## config.mk

```make
export PLATFORM = sky130hd
export DESIGN_NAME = divider_n_bits
export DESIGN_NICKNAME = d
export VERILOG_FILES = /design/src/rtl/divider_n_bits.sv
export SDC_FILE = /design/constraint.sdc
export NUM_CORES = 1
export LEC_CHECK = 0
export CORE_MARGIN = 2
export CORE_UTILIZATION = 46
export DETAILED_ROUTE_END_ITERATION = 16
export PLACE_DENSITY = 0.75
export SLEW_MARGIN = 20
export SYNTH_ARGS = -nofsm -noshare
export SYNTH_HDL_FRONTEND = slang
export SYNTH_SLANG_ARGS = --single-unit
export TNS_END_PERCENT = 1
```

## constraint.sdc

```tcl
create_clock -name clk -period 2.68 [get_ports clk]
set_input_delay 0.536 -clock clk [delete_from_list [all_inputs] [get_ports clk]]
set_output_delay 0.536 -clock clk [all_outputs]
set_load 0.005 [all_outputs]
```

## src/rtl/divider_n_bits.sv

```systemverilog
// ============================================================================
// Module   : divider_n_bits
// Brief    : Sequential unsigned N-bit restoring divider, one quotient bit per
//            clock, with start/busy/done handshake and divide-by-zero flag.
// Revision : 1.0 - initial release
// ============================================================================
`default_nettype none

module divider_n_bits #(
    parameter int N = 8
) (
    input  logic         clk,
    input  logic         aclr,
    input  logic         start,
    input  logic [N-1:0] A,
    input  logic [N-1:0] B,
    output logic [N-1:0] Q,
    output logic [N-1:0] R,
    output logic         busy,
    output logic         done,
    output logic         div_zero
);

    localparam int CW = $clog2(N + 1);
    localparam logic [CW-1:0] C_LAST = CW'(N - 1);

    typedef enum logic [1:0] {
        IDLE = 2'd0,
        RUN  = 2'd1,
        FIN  = 2'd2
    } state_t;

    state_t        state_q, state_d;
    logic [N:0]    p_q, p_d;
    logic [N-1:0]  d_q, d_d;
    logic [N-1:0]  bq_q, bq_d;
    logic [CW-1:0] cnt_q, cnt_d;
    logic [N-1:0]  q_q, q_d;
    logic [N-1:0]  r_q, r_d;
    logic          dz_q, dz_d;

    logic [N:0]    w_shifted;
    logic [N+1:0]  w_trial;
    logic          w_accept;

    // The partial remainder always stays below the divisor, so p_q[N] is zero;
    // carrying it into the trial keeps the borrow in the extra top bit.
    assign w_shifted = {p_q[N-1:0], d_q[N-1]};
    assign w_trial   = {p_q, d_q[N-1]} - {2'b00, bq_q};
    assign w_accept  = (state_q != RUN) && start;

    always_comb begin
        state_d = state_q;
        p_d     = p_q;
        d_d     = d_q;
        bq_d    = bq_q;
        cnt_d   = cnt_q;
        q_d     = q_q;
        r_d     = r_q;
        dz_d    = dz_q;

        case (state_q)
            RUN: begin
                if (!w_trial[N+1]) begin
                    p_d = w_trial[N:0];
                    d_d = {d_q[N-2:0], 1'b1};
                end else begin
                    p_d = w_shifted;
                    d_d = {d_q[N-2:0], 1'b0};
                end
                cnt_d = cnt_q + 1'b1;
                if (cnt_q == C_LAST) begin
                    state_d = FIN;
                    q_d     = d_d;
                    r_d     = p_d[N-1:0];
                    dz_d    = 1'b0;
                end
            end
            default: begin
                state_d = IDLE;
                if (w_accept) begin
                    p_d   = '0;
                    d_d   = A;
                    bq_d  = B;
                    cnt_d = '0;
                    if (B != '0) begin
                        state_d = RUN;
                    end else begin
                        // Divide by zero resolves immediately without iterating.
                        state_d = FIN;
                        q_d     = '1;
                        r_d     = A;
                        dz_d    = 1'b1;
                    end
                end
            end
        endcase
    end

    always_ff @(posedge clk or posedge aclr) begin
        if (aclr) begin
            state_q <= IDLE;
            p_q     <= '0;
            d_q     <= '0;
            bq_q    <= '0;
            cnt_q   <= '0;
            q_q     <= '0;
            r_q     <= '0;
            dz_q    <= 1'b0;
        end else begin
            state_q <= state_d;
            p_q     <= p_d;
            d_q     <= d_d;
            bq_q    <= bq_d;
            cnt_q   <= cnt_d;
            q_q     <= q_d;
            r_q     <= r_d;
            dz_q    <= dz_d;
        end
    end

    assign Q        = q_q;
    assign R        = r_q;
    assign div_zero = dz_q;
    assign busy     = (state_q == RUN);
    assign done     = (state_q == FIN);

endmodule

`default_nettype wire

```

**Word-level counts from Yosys, hierarchy flattened**

Cells that the tools add are included.

- Flip-flop bits (word level): 48
- Latch bits: 0
- Bits in writable memories: 0
- Memory bits (read-only): 0
- Logic and storage cells: 46
- Memories: 0

- Add/sub/neg operators: 2
- $mul: 0
- Divide/modulo/power cells: 0
- Order comparisons: 0
- Eq/ne operators: 6
- Shift-type cells: 0
- Multiplexer cells: 24
- Bitwise operators: 1
- Reductions and logical operators: 5

Operators with widths:

| kind | count |
|---|---|
| $mux W8 | 10 |
| $mux W9 | 3 |
| $sub A10 B8 Y10 | 1 |
| $mux W2 | 4 |
| $mux W4 | 2 |
| $reduce_bool A8 Y1 | 1 |
| $mux W1 | 5 |
| $add A4 B1 Y4 const B | 1 |
| $eq A4 B3 Y1 const B | 1 |
| $ne A2 B1 Y1 const B | 2 |
| $reduce_and A3 Y1 | 1 |
| $eq A2 B1 Y1 const B | 1 |
| $eq A2 B2 Y1 const B | 1 |
| $ne A2 B2 Y1 const B | 1 |
| $reduce_and A2 Y1 | 1 |
| $reduce_bool A2 Y1 | 1 |
| $logic_and A1 B1 Y1 | 1 |
| $not A1 Y1 | 1 |

**Logic depth before layout (Yosys ltp)**

- Word-level depth: 4
- Depth in mapped cells: 10
- Mapped depth without buffers: 10

**Worst setup path after synthesis**

OpenSTA, ideal clock, no wires.

- Kind: register to register
- Start: register p_q[3]
- End: register r_q[0] (netlist: R[0])
- Library setup time: 73 ps
- Arrival time: 2,068 ps
- Path slack: 539 ps
- Cell stages (with the launch flop): 8
- Period minus slack after synthesis: 2,141 ps
- Cell sequence: dfrtp_1 ha_1 a21oi_2 o221ai_2 a41oi_4 xnor2_4 mux2_4 a21oi_2

- Longest elaborated chain between the ends: 4

RTL lines:

| element | RTL line | text |
|---|---|---|
| start, declared | 34 | `logic [N:0] p_q, p_d;` |
| start signal, assigned | 112 | `p_q <= p_d;` |
| $sub A10 B8 Y10 | 49 | `assign w_trial = {p_q, d_q[N-1]} - {2'b00, bq_q};` |
| $mux W9 | 64 | `if (!w_trial[N+1]) begin` |
| $mux W8 | 72 | `if (cnt_q == C_LAST) begin` |
| $mux W8 | 62 | `case (state_q)` |
| end signal, assigned | 117 | `r_q <= r_d;` |
| end, declared | 39 | `logic [N-1:0] r_q, r_d;` |

Every way passes these cells. The select of a mux whose other input is x is not followed.
A chain may end at the register's enable or synchronous reset.

**Worst setup path in the final report**

- Start: register p_q[3]
- End: register r_q[2] (netlist: R[2])

The elaborated chain is that of the path after synthesis.

==> run_results.csv <==
group,metric,value,unit
run_status,status,"finished, final reports clean",
worst_setup_path,crit_required,2.84,ns
clock_network,cts_setup_buffers,0,
worst_setup_path,r2r_start,"p_q[3]$_DFFE_PP0N_",
pwr,power.total,4.20,mW
placed_design,place.gp.congestion,0.806,
layout,fin_nets,329,
worst_setup_path,critical_path_arrival,2.57,ns
sta,setup_tns,0,ns
worst_setup_path,critPathMaxFanout,6,
worst_setup_path,worst_r2r_endpoint,"R[2]$_DFFE_PP0P_",
pwr,p_clk_frac,0.102,
global_route,grt_pass1_vias,2065,
floorplan,die-width,78.8,µm
hold_path,min_from,"bq_q[4]$_DFFE_PP0P_",
yosys,yosys.area.top_type,"dfrtp_1",
pwr,worst_ir_drop_vdd,0.000540,V
detailed_routing,routed-via-count,2032,
clock_network,cts_max_path_buffers,2,
worst_setup_path,worstSetupStartpointType,"register",
sta,rsz0062_at_grt,"false",
yosys,syn_nets,290,
clock_network,cts_hold_buf,0,
worst_setup_path,r2r_cells,7,
yosys,synth_adder_area_share,0.0515,
yosys,synthMuxAreaShare,0.0957,
clock_network,insertion_delay,0.30,ns
pwr,power_density,1350,nW/µm²
clock_network,cts.sinks,48,
detailed_routing,drc_errors,0,
layout,drive_gt1_frac,0.120,
detailed_routing,vias_per_cell,5.46,
yosys,synth_edf_count,0,
run,maxCapViolCount,0,
worst_setup_path,worstSetupPathType,"reg -> reg",
pwr,p_int,2.36,mW
clock_network,htreeDepth,2,
clock_network,cts_tree,"done",
yosys,synth_top_family_by_area,"compound AO/OA/AOI/OAI gates",
yosys,synthCells,261,
yosys,syn_area_per_cell,9.87,µm²
global_route,grt.overflow.total,0,
worst_setup_path,endpoint_kind,"register",
sta,period_minus_slack,2.41,ns
yosys,synth_flop_cell,"dfrtp_1",
yosys,synthSimpleGateAreaFrac,0.149,
clock_network,ctsResizeCount,0,
sta,slew_violations,0,
sta,hold_viol,0,
hold_path,hp-class,"reg -> reg",
sta,setup_violations,0,
yosys,ys_ff_latch,48,
yosys,syn-cell-area,2580,µm²
yosys,async_flop_share,1.00,
pwr,comb_power_share,0.591,
yosys,synth.top_cell.area_share,0.466,
global_route,grt_pass1_wl,9.75,mm
floorplan,start_util,0.471,
worst_setup_path,reg2reg_slack,0.27,ns
pwr,p_switching,1.84,mW
sta,period_share,0.899,
detailed_routing,antenna_left,0,
sta,slew_headroom,0.594,
detailed_routing,dr.pass1.iters,4,
yosys,yosysWarnings,0,
floorplan,ios,38,
sta,fin_worst_skew,0.00481,ns
yosys,yosysSeqAreaShare,0.466,
clock_network,cts_buffers,5,
floorplan,core_area,5470,µm²
yosys,synthXorXnorAreaFrac,0.0311,
detailed_routing,wire_per_inst,15.5,µm
floorplan,die_y,78.8,µm
hold_path,holdPathEnd,"bq_q[4]$_DFFE_PP0P_",
clock_network,clock-root-buffer,"clkbuf_8",
floorplan,std_cell_rows,27,
layout,area_delta_synth_final,21.2,%
detailed_routing,initialDrtViolationCount,141,
hold_path,hold_depth,1,
global_route,grt_usage,0.198,
sta,worstMarginPinSlew,0.610,ns
floorplan,dieArea,6210,µm²
placed_design,dp_hpwl,4.06,mm
global_route,grt_max_degree,49,
detailed_routing,drt-total-wl,5.75,mm
pwr,leakagePower,1.33,nW
layout,antenna_cells,0,
global_route,antenna_found_initial,0,
yosys,synth_area_leaders,"dfrtp_1, a21oi_1, mux2i_1",
yosys,yosys.cell_types.count,47,
clock_network,clkSlewWorstSetupHoldPaths,0.09,ns
pwr,p_sw_frac,0.438,
sta,fmax,415,MHz
yosys,synth_compound_area_frac,0.166,
placed_design,io_buffers,37,
pwr,seqPwrFrac,0.308,
## metal layers
layer	vias to the layer above	track usage	routed length, µm
met3	4	0.0375	241
li1	995	-	-
met2	44	0.326	2830
met1	989	0.273	2650
met5	-	0	0
met4	0	0.0483	29
## critical path: stages, from the launching register on
cell,delay (ns)
dfrtp_1,0.43
ha_1,0.43
a21oi_2,0.21
o221ai_2,0.14
a41oi_4,0.35
mux2i_1,0.13
a311oi_1,0.44
a31oi_1,0.14
## stage by stage
step	setup WS (ns)	hold slack [ns]	instance area, µm²	cells	util
after CTS	0.236	0.518	3120	372	0.570
final	0.271	0.514	3120	372	0.570
after global placement	0.285	0.491	3040	365	0.556
after detailed placement	0.252	0.489	3040	365	0.556
after floorplan	0.539	0.471	2580	261	-
after global routing	0.0838	0.540	3120	372	0.570
## synthesized netlist by cell type (2+ instances only)
cell / n
nor2b_1: 2
a31oi_1: 3
inv_1: 14
nand4_1: 3
mux2_2: 9
buf_1: 2
xnor2_1: 3
a21oi_2: 2
a21oi_1: 26
nand3_1: 9
o21ai_0: 10
dfrtp_1: 48
nor4_1: 2
nor3_1: 2
a311oi_1: 2
o21ai_1: 4
ha_1: 9
mux2i_1: 13
xor2_1: 3
o221ai_1: 2
nor2_1: 25
a21o_1: 2
clkbuf_1: 7
nand2_1: 25
buf_2: 3
o22ai_1: 4
nand3b_1: 7
## cell usage in the layout (no fill, tap or decap), types with 2 or more instances in the layout
master / count
a21oi_1: 26
nor2b_1: 2
ha_1: 9
a21oi_2: 2
nor3_1: 2
nand4_1: 3
inv_1: 13
mux2i_1: 13
o21ai_0: 10
nand3b_1: 7
nand3_1: 9
o221ai_1: 2
xnor2_1: 3
clkdlybuf4s50_1: 37
mux2_2: 9
inv_2: 2
buf_4: 7
a21o_1: 2
a31oi_1: 3
xor2_1: 3
o21ai_1: 4
nor2_1: 25
a311oi_1: 2
clkbuf_8: 5
o22ai_1: 4
dfrtp_1: 48
nor4_1: 2
nand2_1: 25
## power by group through the flow
stage / Sequential (mW) / Clock (mW) / Combinational [mW]
CTS: 1.29 / 0.435 / 2.49
detailed placement: 1.30 / 0 / 2.47
floorplan: 1.23 / 0 / 1.86
global placement: 1.30 / 0 / 2.41
global route: 1.33 / 0.463 / 2.76
finish: 1.29 / 0.428 / 2.48
## cell type report
class                           count  area [µm²]
Multi-Input combinational cell    186        1270
Fill cell                         510        2350
Clock inverter                      2        12.5
Clock buffer                        5        68.8
Inverter                           15        56.3
Timing Repair Buffer               44         423
Tap cell                           72        90.1
Sequential cell                    48        1200
## worst max path at each step
stage / start / to / slack, ns / depth (start not counted)
6_report: p_q[3]$_DFFE_PP0N_ / R[2]$_DFFE_PP0P_ / 0.27 / 7
5_1_grt: p_q[3]$_DFFE_PP0N_ / R[2]$_DFFE_PP0P_ / 0.08 / 7
4_1_cts: p_q[3]$_DFFE_PP0N_ / R[2]$_DFFE_PP0P_ / 0.24 / 7
3_5_place_dp: B[1] / R[5]$_DFFE_PP0P_ / 0.25 / 7
3_3_place_gp: B[0] / R[6]$_DFFE_PP0P_ / 0.29 / 7
2_1_floorplan: p_q[3]$_DFFE_PP0N_ / R[0]$_DFFE_PP0P_ / 0.54 / 7
## cells by family after synthesis
logic type                 after synthesis
adders and majority gates               10
buffers and inverters                   27
AOI/OAI and AO/OA                       65
and+or+nand+nor                         81
muxes                                   23
DFF                                     48
xor gates and xnor gates                 7
## registers in the layout (all words and copies together), names as in the netlist
name,flops
state_q,2
cnt_q,4
Q,8
bq_q,8
div_zero,1
d_q,8
p_q,9
R,8
(Power assumes the default switching activity.)
